**src/rtl/frame_manager_pkg.sv**
```systemverilog
// Shared draw-bus geometry, colour depth and source IDs.
// Imported by every unit that drives or consumes the draw bus.
package frame_manager_pkg;

    localparam int DRAW_WIDTH        = 160;
    localparam int DRAW_HEIGHT       = 120;
    localparam int DRAW_WIDTH_ADDRW  = 8;
    localparam int DRAW_HEIGHT_ADDRW = 7;
    localparam int COLOR_DEPTH       = 9;
    localparam int SOURCE_SEL_ADDRW  = 2;
    localparam int FB_ADDRW          = $clog2(DRAW_WIDTH * DRAW_HEIGHT);

    localparam logic [SOURCE_SEL_ADDRW-1:0] SOURCE_ID_STARFIELD = 2'd0;
    localparam logic [SOURCE_SEL_ADDRW-1:0] SOURCE_ID_SPRITES   = 2'd1;
    localparam logic [SOURCE_SEL_ADDRW-1:0] SOURCE_ID_ENEMIES   = 2'd2;
    localparam logic [SOURCE_SEL_ADDRW-1:0] SOURCE_ID_HUD       = 2'd3;

    function automatic logic [FB_ADDRW-1:0] fb_lin(
        input logic [DRAW_WIDTH_ADDRW-1:0]  x,
        input logic [DRAW_HEIGHT_ADDRW-1:0] y
    );
        return FB_ADDRW'(y) * FB_ADDRW'(DRAW_WIDTH) + FB_ADDRW'(x);
    endfunction

endpackage

```
**src/rtl/draw_manager_fb_addr_gen.sv**
```systemverilog
// Registers one framebuffer write: on-screen check, y*W+x, colour.
// Off-screen requests produce no write and leave addr/data untouched.
module fb_addr_gen
    import frame_manager_pkg::*;
(
    input  logic                         clk,
    input  logic                         resetN,
    input  logic                         i_en,
    input  logic [DRAW_WIDTH_ADDRW-1:0]  i_x,
    input  logic [DRAW_HEIGHT_ADDRW-1:0] i_y,
    input  logic [COLOR_DEPTH-1:0]       i_color,
    output logic                         o_we,
    output logic [FB_ADDRW-1:0]          o_addr,
    output logic [COLOR_DEPTH-1:0]       o_wdata
);

    logic                   r_we;
    logic [FB_ADDRW-1:0]    r_addr;
    logic [COLOR_DEPTH-1:0] r_wdata;
    logic                   w_hit;

    assign w_hit = i_en
                && (i_x < DRAW_WIDTH_ADDRW'(DRAW_WIDTH))
                && (i_y < DRAW_HEIGHT_ADDRW'(DRAW_HEIGHT));

    always_ff @(posedge clk) begin
        if (!resetN) begin
            r_we    <= 1'b0;
            r_addr  <= '0;
            r_wdata <= '0;
        end else begin
            r_we <= w_hit;
            if (w_hit) begin
                r_addr  <= fb_lin(i_x, i_y);
                r_wdata <= i_color;
            end
        end
    end

    assign o_we    = r_we;
    assign o_addr  = r_addr;
    assign o_wdata = r_wdata;

endmodule

```
**src/rtl/draw_manager.sv**
```systemverilog
// Per-frame back-buffer clear, round-robin source grant, swap request.
// All framebuffer writes go through one registered fb_addr_gen.
module draw_manager
    import frame_manager_pkg::*;
#(
    parameter int NUM_SOURCES   = 4,
    parameter int CLEAR_EN      = 1,
    parameter int GRANT_TIMEOUT = 1023
) (
    input  logic                         clk,
    input  logic                         resetN,
    input  logic                         frame_start,
    input  logic                         swap_ack,
    input  logic [COLOR_DEPTH-1:0]       bg_color,
    output logic [SOURCE_SEL_ADDRW-1:0]  write_source_sel,
    output logic                         write_awaited,
    input  logic                         write_active,
    input  logic [COLOR_DEPTH-1:0]       write_color_data,
    input  logic                         write_transparent,
    input  logic [DRAW_WIDTH_ADDRW-1:0]  write_x_addr,
    input  logic [DRAW_HEIGHT_ADDRW-1:0] write_y_addr,
    output logic                         fb_we,
    output logic [FB_ADDRW-1:0]          fb_addr,
    output logic [COLOR_DEPTH-1:0]       fb_wdata,
    output logic                         frame_done,
    output logic                         busy
);

    localparam int TMO_W = $clog2(GRANT_TIMEOUT + 1);

    typedef enum logic [2:0] {
        IDLE, CLEAR, GRANT, WAIT, STREAM, NEXT, DONE
    } state_t;

    state_t                         r_state;
    logic [SOURCE_SEL_ADDRW-1:0]    r_idx;
    logic                           r_awaited;
    logic                           r_done;
    logic                           r_busy;
    logic [TMO_W-1:0]               r_tmo;
    logic [DRAW_WIDTH_ADDRW-1:0]    r_cx;
    logic [DRAW_HEIGHT_ADDRW-1:0]   r_cy;

    logic                           w_x_end;
    logic                           w_clr_last;
    logic [DRAW_WIDTH_ADDRW-1:0]    w_nx;
    logic [DRAW_HEIGHT_ADDRW-1:0]   w_ny;
    logic                           w_en;
    logic [DRAW_WIDTH_ADDRW-1:0]    w_x;
    logic [DRAW_HEIGHT_ADDRW-1:0]   w_y;
    logic [COLOR_DEPTH-1:0]         w_color;

    assign w_x_end    = (r_cx == DRAW_WIDTH_ADDRW'(DRAW_WIDTH - 1));
    assign w_clr_last = w_x_end
                     && (r_cy == DRAW_HEIGHT_ADDRW'(DRAW_HEIGHT - 1));
    assign w_nx       = w_x_end ? '0 : r_cx + 1'b1;
    assign w_ny       = w_x_end ? r_cy + 1'b1 : r_cy;

    // Clear feeds the next coordinate so fb_addr lines up with the counter.
    always_comb begin
        w_en    = 1'b0;
        w_x     = '0;
        w_y     = '0;
        w_color = bg_color;
        unique case (r_state)
            IDLE:    w_en = frame_start && (CLEAR_EN != 0);
            CLEAR: begin
                w_en = !w_clr_last;
                w_x  = w_nx;
                w_y  = w_ny;
            end
            STREAM: begin
                w_en    = write_active && !write_transparent;
                w_x     = write_x_addr;
                w_y     = write_y_addr;
                w_color = write_color_data;
            end
            default: w_en = 1'b0;
        endcase
    end

    always_ff @(posedge clk) begin
        if (!resetN) begin
            r_state   <= IDLE;
            r_idx     <= '0;
            r_awaited <= 1'b0;
            r_done    <= 1'b0;
            r_busy    <= 1'b0;
            r_tmo     <= '0;
            r_cx      <= '0;
            r_cy      <= '0;
        end else begin
            unique case (r_state)
                IDLE: if (frame_start) begin
                    r_busy <= 1'b1;
                    r_cx   <= '0;
                    r_cy   <= '0;
                    r_idx  <= '0;
                    if (CLEAR_EN != 0) begin
                        r_state <= CLEAR;
                    end else begin
                        r_state   <= GRANT;
                        r_awaited <= 1'b1;
                    end
                end
                CLEAR: if (w_clr_last) begin
                    r_state   <= GRANT;
                    r_idx     <= '0;
                    r_awaited <= 1'b1;
                end else begin
                    r_cx <= w_nx;
                    r_cy <= w_ny;
                end
                GRANT: begin
                    r_state <= WAIT;
                    r_tmo   <= '0;
                end
                WAIT: begin
                    r_tmo <= r_tmo + 1'b1;
                    if (write_active) begin
                        r_state   <= STREAM;
                        r_awaited <= 1'b0;
                    end else if (r_tmo == TMO_W'(GRANT_TIMEOUT - 1)) begin
                        r_state   <= NEXT;
                        r_awaited <= 1'b0;
                    end
                end
                STREAM: if (!write_active) r_state <= NEXT;
                NEXT: if (r_idx == SOURCE_SEL_ADDRW'(NUM_SOURCES - 1)) begin
                    r_state <= DONE;
                    r_done  <= 1'b1;
                end else begin
                    r_idx     <= r_idx + 1'b1;
                    r_state   <= GRANT;
                    r_awaited <= 1'b1;
                end
                DONE: if (swap_ack) begin
                    r_state <= IDLE;
                    r_done  <= 1'b0;
                    r_busy  <= 1'b0;
                    r_idx   <= '0;
                end
                default: r_state <= IDLE;
            endcase
        end
    end

    fb_addr_gen u_fb_addr_gen (
        .clk     (clk),
        .resetN  (resetN),
        .i_en    (w_en),
        .i_x     (w_x),
        .i_y     (w_y),
        .i_color (w_color),
        .o_we    (fb_we),
        .o_addr  (fb_addr),
        .o_wdata (fb_wdata)
    );

    assign write_source_sel = r_idx;
    assign write_awaited    = r_awaited;
    assign frame_done       = r_done;
    assign busy             = r_busy;

endmodule

```
**config.mk**
```make
export PLATFORM = sky130hd
export DESIGN_NAME = draw_manager
export DESIGN_NICKNAME = d
export VERILOG_FILES = /design/src/rtl/frame_manager_pkg.sv /design/src/rtl/draw_manager_fb_addr_gen.sv /design/src/rtl/draw_manager.sv
export SDC_FILE = /design/constraint.sdc
export NUM_CORES = 1
export LEC_CHECK = 0
export CAP_MARGIN = 10
export CELL_PAD_IN_SITES_DETAIL_PLACEMENT = 1
export CELL_PAD_IN_SITES_GLOBAL_PLACEMENT = 2
export CORE_AREA = 2 2 109 111
export CTS_BUF_LIST = sky130_fd_sc_hd__clkbuf_8 sky130_fd_sc_hd__clkbuf_16
export CTS_CLUSTER_DIAMETER = 40
export CTS_CLUSTER_SIZE = 8
export DETAILED_ROUTE_END_ITERATION = 12
export DIE_AREA = 0 0 111 113
export GPL_TIMING_DRIVEN = 0
export HOLD_SLACK_MARGIN = 0.12
export PLACE_DENSITY = 0.92
export SKIP_LAST_GASP = 1
export SLEW_MARGIN = 0
export SYNTH_ARGS = -nofsm -noshare
export SYNTH_HDL_FRONTEND = slang
export SYNTH_SLANG_ARGS = --single-unit
```
**constraint.sdc**
```tcl
create_clock -name clk -period 6.6 [get_ports clk]
set_input_delay 0.66 -clock clk [delete_from_list [all_inputs] [get_ports clk]]
set_output_delay 0.66 -clock clk [all_outputs]
set_load 0.05 [all_outputs]
```
**Word level (Yosys, flattened, before mapping)**

Cells that the tools add are included.

- Logic and storage cells: 92
- Register bits: 58
- Output and inout port bits: 30

- Add/subtract/negate cells: 5
- Eq/ne operators: 18
- Reduce and logical (&&, ||, !) cells: 19
- $mul: 1
- Mux-type cells: 36
- Order comparisons: 2

Operators with widths:

| cell | number |
|---|---|
| $pmux W8 S2 | 2 |
| $pmux W7 S2 | 2 |
| $mux W8 | 3 |
| $mux W3 | 7 |
| $mux W7 | 3 |
| $pmux W3 S7 | 1 |
| $pmux W10 S2 | 1 |
| $add A15 B8 Y15 | 1 |
| $ne A2 B2 Y1 const B | 7 |
| $add A10 B1 Y10 const B | 1 |
| $eq A10 B10 Y1 const B | 1 |
| $mul A7 B3 Y10 const B | 1 |
| $reduce_and A5 Y1 | 2 |
| $eq A3 B3 Y1 const B | 3 |
| $mux W9 | 1 |
| $reduce_and A3 Y1 | 3 |
| $add A8 B1 Y8 const B | 1 |
| $eq A8 B8 Y1 const B | 1 |
| $lt A8 B8 Y1 const B | 1 |
| $mux W2 | 4 |
| $pmux W2 S4 | 1 |
| $reduce_bool A2 Y1 | 4 |
| $add A7 B1 Y7 const B | 1 |
| $eq A7 B7 Y1 const B | 1 |
| other kinds (15) | 28 |

**Logic depth before layout (Yosys ltp)**

- Depth after elaboration: 6
- Gate-level depth with buffers: 18
- Mapped depth without buffers: 17

**Cells and area by module**

From an unflattened synthesis, not the netlist that was laid out.

- Cells, all modules: 471
- Area total of the unflattened synthesis: 3,773.6 um2

By module, submodules not included:

| module | times used | cells each | area each (um2) |
|---|---|---|---|
| draw_manager | 1 | 302 | 2,359.8 |
| fb_addr_gen | 1 | 169 | 1,413.9 |

**Worst setup path after synthesis**

Ideal clock, no wire load.

- Path type: reg-to-reg
- From: register r_cx[0]
- To: register u_fb_addr_gen.r_addr[12], in the netlist u_fb_addr_gen.o_addr[12]
- Path buffers: 1
- Arrival time: 3.458 ns
- Setup slack: 3.026 ns
- Setup time: 0.116 ns
- Cell stages (with the launch flop): 16
- Required time: 6.484 ns
- Cells stage by stage: dfxtp_1 > ha_1 > nand4_1 > nor2_1 > buf_4 > mux2i_1 > o21ai_0 > ha_1 > ha_1 > inv_1 > fa_1 > nor3b_1 > and3_1 > xnor2_1 > nand3_1 > o211a_1

- Longest elaborated chain between the ends: 6
- Elaborated cells on any way between the ends: 15
- Those cells by class: add/sub (2); mul (1); order compare (2); eq/ne (1); mux (5); reduce/logical (4)

RTL lines:

| item | line | text |
|---|---|---|
| from (decl) | draw_manager.sv:41 | `logic [DRAW_WIDTH_ADDRW-1:0] r_cx;` |
| from (signal assigned) | draw_manager.sv:111 | `r_cx <= w_nx;` |
| branches (longest 6 deep; another with $add A15 B8 Y15) | -- |  |
| to (signal assigned) | draw_manager_fb_addr_gen.sv:34 | `r_addr <= fb_lin(i_x, i_y);` |
| to (decl) | draw_manager_fb_addr_gen.sv:18 | `logic [FB_ADDRW-1:0] r_addr;` |

Several ways; the timed one is not identified.
A chain may end at the register's enable or synchronous reset.

**Worst setup path after layout**

- From: register r_state[0]
- To: register u_fb_addr_gen.r_addr[12], in the netlist u_fb_addr_gen.o_addr[12]

- Longest elaborated chain between the ends: 5
- Elaborated cells on any way between the ends: 12
- Those cells by class: add/sub (1); mul (1); order compare (2); eq/ne (2); mux (3); reduce/logical (3)

RTL lines:

| item | line | text |
|---|---|---|
| from (decl) | draw_manager.sv:35 | `state_t r_state;` |
| from (signal assigned) | draw_manager.sv:84 | `r_state <= IDLE;` |
| from (signal assigned) | draw_manager.sv:100 | `r_state <= CLEAR;` |
| from (signal assigned) | draw_manager.sv:102 | `r_state <= GRANT;` |
| branches (longest 5 deep; another with $add A15 B8 Y15) | -- |  |

Several ways; the timed one is not identified.

==> summary.txt <==
Yosys
  – Synth Flop Type: dfxtp_1
  – Avg Cell Area, Syn: 8.07 sq um
  – Sequential area share after synthesis: 0.316
  – Synth Net Count: 515
  – Synthesis-stage register bit count: 58
  – Cell with the most instances after synthesis: nand2_1
  – Post-synth top area cell: dfxtp_1
  – EDFF count, synth: 0
  – Yosys cell types: 57
  – Post-synthesis cell count: 456
  – Ranking of synthesized cells by area: dfxtp_1, nand2_1, ha_1
  – Cell Area, Synth: roughly 0.0037 sq mm
  – Synth top area share: 0.316
  – Asr flop ratio synth: 0
  – Top cells by count, synth: nand2_1, dfxtp_1, a21oi_1
  – Ys Warns: 0

Clock tree
  – Latest clock arrival within the worst-skew pair: 0.33 ns
  – CTS tree: yes
  – Post-CTS sizing: 0
  – Clock H-tree levels: 3
  – Clock sink count: 58
  – CTS buffer count: 9
  – Worst-case clock buffer depth: 2
  – CTS clk-pin slew, worst paths: 0.06 ns
  – CTS Hold Buffers Added: 0
  – Postcts setup bufs: 0
  – CTS Root Cell: clkbuf_16

STA
  – Peak Freq: ~230 MHz
  – Worst rel slew slack: 0.569
  – Tightest Pin Transition: roughly 0.65 ns
  – Final hold violations: 0
  – Tmin final: 4.35 ns
  – Final period util: 0.658
  – Clock Skews: 0.00664 ns
  – Final setup TNS: 0 ns
  – RSZ-0062 raised after global routing: false
  – Final setup viols: 0
  – Slew Viols, Final: 0

Finish
  – Post-Layout Cell Count: just under 700
  – Layout cells sized above 1: 0.0557
  – P&R area growth vs syn: 31.1%
  – Layout Nets: 593
  – Post-Route Utilization: 0.428
  – Multi-input combinational cell area: 0.00234 sq mm
  – Fillers: 1332
  – # diodes: 0
  – Storage element area: 0.00116 sq mm

Worst setup path
  – Startpoint types: flip-flop
  – CP arrival: 4.57 ns
  – Critical path fanouts, max: 10
  – Worst Path Required: approximately 6.8 ns
  – Type of the worst setup path: reg -> reg
  – Setup crit end kind: flip-flop

Power and ir drop
  – P_leak: 2.03 nW
  – VDD IR-drop max: 212 uV
  – Total power: 0.00128 W
  – Pwr Density: 265 mW/mm^2

Floorplanning
  – Rows: 39
  – Die extent in y: about 110 microns
  – DIE AREA: 0.0125 sq mm
  – Die Width: between 100 and 150 microns
  – Core Region: 0.0113 sq mm
  – IO Pins: 69
  – Initial core utilization: 0.326

Global routing
  – First-pass GRT wire length: 20100 microns
  – Vias in the first global route: 3988
  – Largest net degree at the start of global routing: 12
  – Grt ovf: 0
  – Initial antenna violation count: 0
  – Global Route Usage Sum: 0.200

Routing
  – ANT nets after route: 0
  – Drc violations: 0
  – WL per Instance: about 18 microns
  – Drt via density: about 5.5
  – Iter 0 DRT Violations: between 150 and 200
  – Vias: 3729
  – Total Wirelength: approximately 12000 microns
  – Pre-antenna DRT Iters: 4

Placed design
  – Final estimated routing congestion in global placement: 0.851
  – Hpwl dp: a little over 9000 microns
  – Placed Instances: 666
  – I/O Buffers: 67

Job
  – MaxCap Viol Count: 0

Hold path
  – Hold Path Class: reg -> reg

Status
  – Status: complete, no violations
-- metrics by stage --
stage / hold slack [ns] / setup WS, ns / instance area [sq um]
2_1_floorplan: 0.458 / 3.03 / 3680
3_3_place_gp: 0.441 / 2.37 / 4530
5_1_grt: 0.477 / 1.91 / 4820
4_1_cts: 0.453 / 2.23 / 4820
3_5_place_dp: 0.448 / 2.34 / 4530
6_report: 0.456 / 2.25 / 4820
-- cells by family (layout without fill, tap and decap cells) --
group,count (synthesis),after routing,synth area share
muxes,10,10,0.0272
and+or+nand+nor,192,192,0.267
AOI/OAI and AO/OA,116,116,0.219
buffers and inverters,41,124,0.0493
adders and majority gates,20,20,0.0721
DFF,58,58,0.316
xor gates and xnor gates,19,19,0.0493
-- final timing paths --
check,from,end,slack (ns),cells past startpoint
worst max-delay path,r_state[0],u_fb_addr_gen.o_addr[12],2.25,15
worst min-delay path,u_fb_addr_gen.o_addr[13],u_fb_addr_gen.o_addr[13],0.46,2
worst max register to register,r_state[0],u_fb_addr_gen.o_addr[12],2.25,15
worst min register to register,u_fb_addr_gen.o_addr[13],u_fb_addr_gen.o_addr[13],0.46,2
-- placed cells by master, fill, tap and decap left out, types with 9 or more instances in the layout --
cell type / instances
a21oi_1: 25
clkbuf_1: 20
clkbuf_16: 9
clkdlybuf4s50_1: 67
dfxtp_1: 58
ha_1: 18
inv_1: 10
mux2i_1: 10
nand2_1: 66
nand3_1: 24
nand4_1: 16
nor2_1: 24
nor2b_1: 14
o211a_1: 18
o21ai_0: 24
xnor2_1: 11
-- report_power, final --
| part | switching (W) | internal [W] |
|---|---|---|
| Clock | 0.000178 | 0.000291 |
| Combinational | 0.000259 | 0.000145 |
| Sequential | 0.0000237 | 0.000384 |
-- cell type report --
| type | count | share of cell area |
|---|---|---|
| Tap cell | 143 | 0.0371 |
| Inverter | 10 | 0.00778 |
| Clock inverter | 7 | 0.0145 |
| Timing Repair Buffer | 67 | 0.139 |
| Buffer | 31 | 0.0298 |
| Clock buffer | 9 | 0.0467 |
| Multi-Input combinational cell | 357 | 0.484 |
| Sequential cell | 58 | 0.241 |
-- flip-flops by register name, indices dropped and copies added, names as in the netlist --
signal / count
r_state: 3
write_awaited: 1
r_cx: 8
u_fb_addr_gen.o_addr: 15
r_cy: 7
r_tmo: 10
u_fb_addr_gen.o_we: 1
write_source_sel: 2
busy: 1
u_fb_addr_gen.o_wdata: 9
frame_done: 1
-- per-layer routing --
metal | part of all wire | track usage | vias up
li1 | - | - | 1794
met1 | 0.43 | 0.234 | 1817
met2 | 0.49 | 0.349 | 93
met3 | 0.051 | 0.0509 | 25
met4 | 0.025 | 0.0833 | 0
met5 | 0 | 0 | -
-- critical path, cell delays in order (launching register included) --
cell and delay, ns:
dfxtp_1 0.38, nor2_1 0.23, and2_1 0.27, clkbuf_1 0.45
buf_1 0.49, nand2_1 0.09, o21ai_0 0.23, ha_1 0.33
ha_1 0.21, inv_1 0.07, fa_1 0.46, nor3b_1 0.37
and3_1 0.26, xnor2_1 0.13, nand3_1 0.10, o211a_1 0.15
No activity file was read; power rests on OpenSTA's default activity.
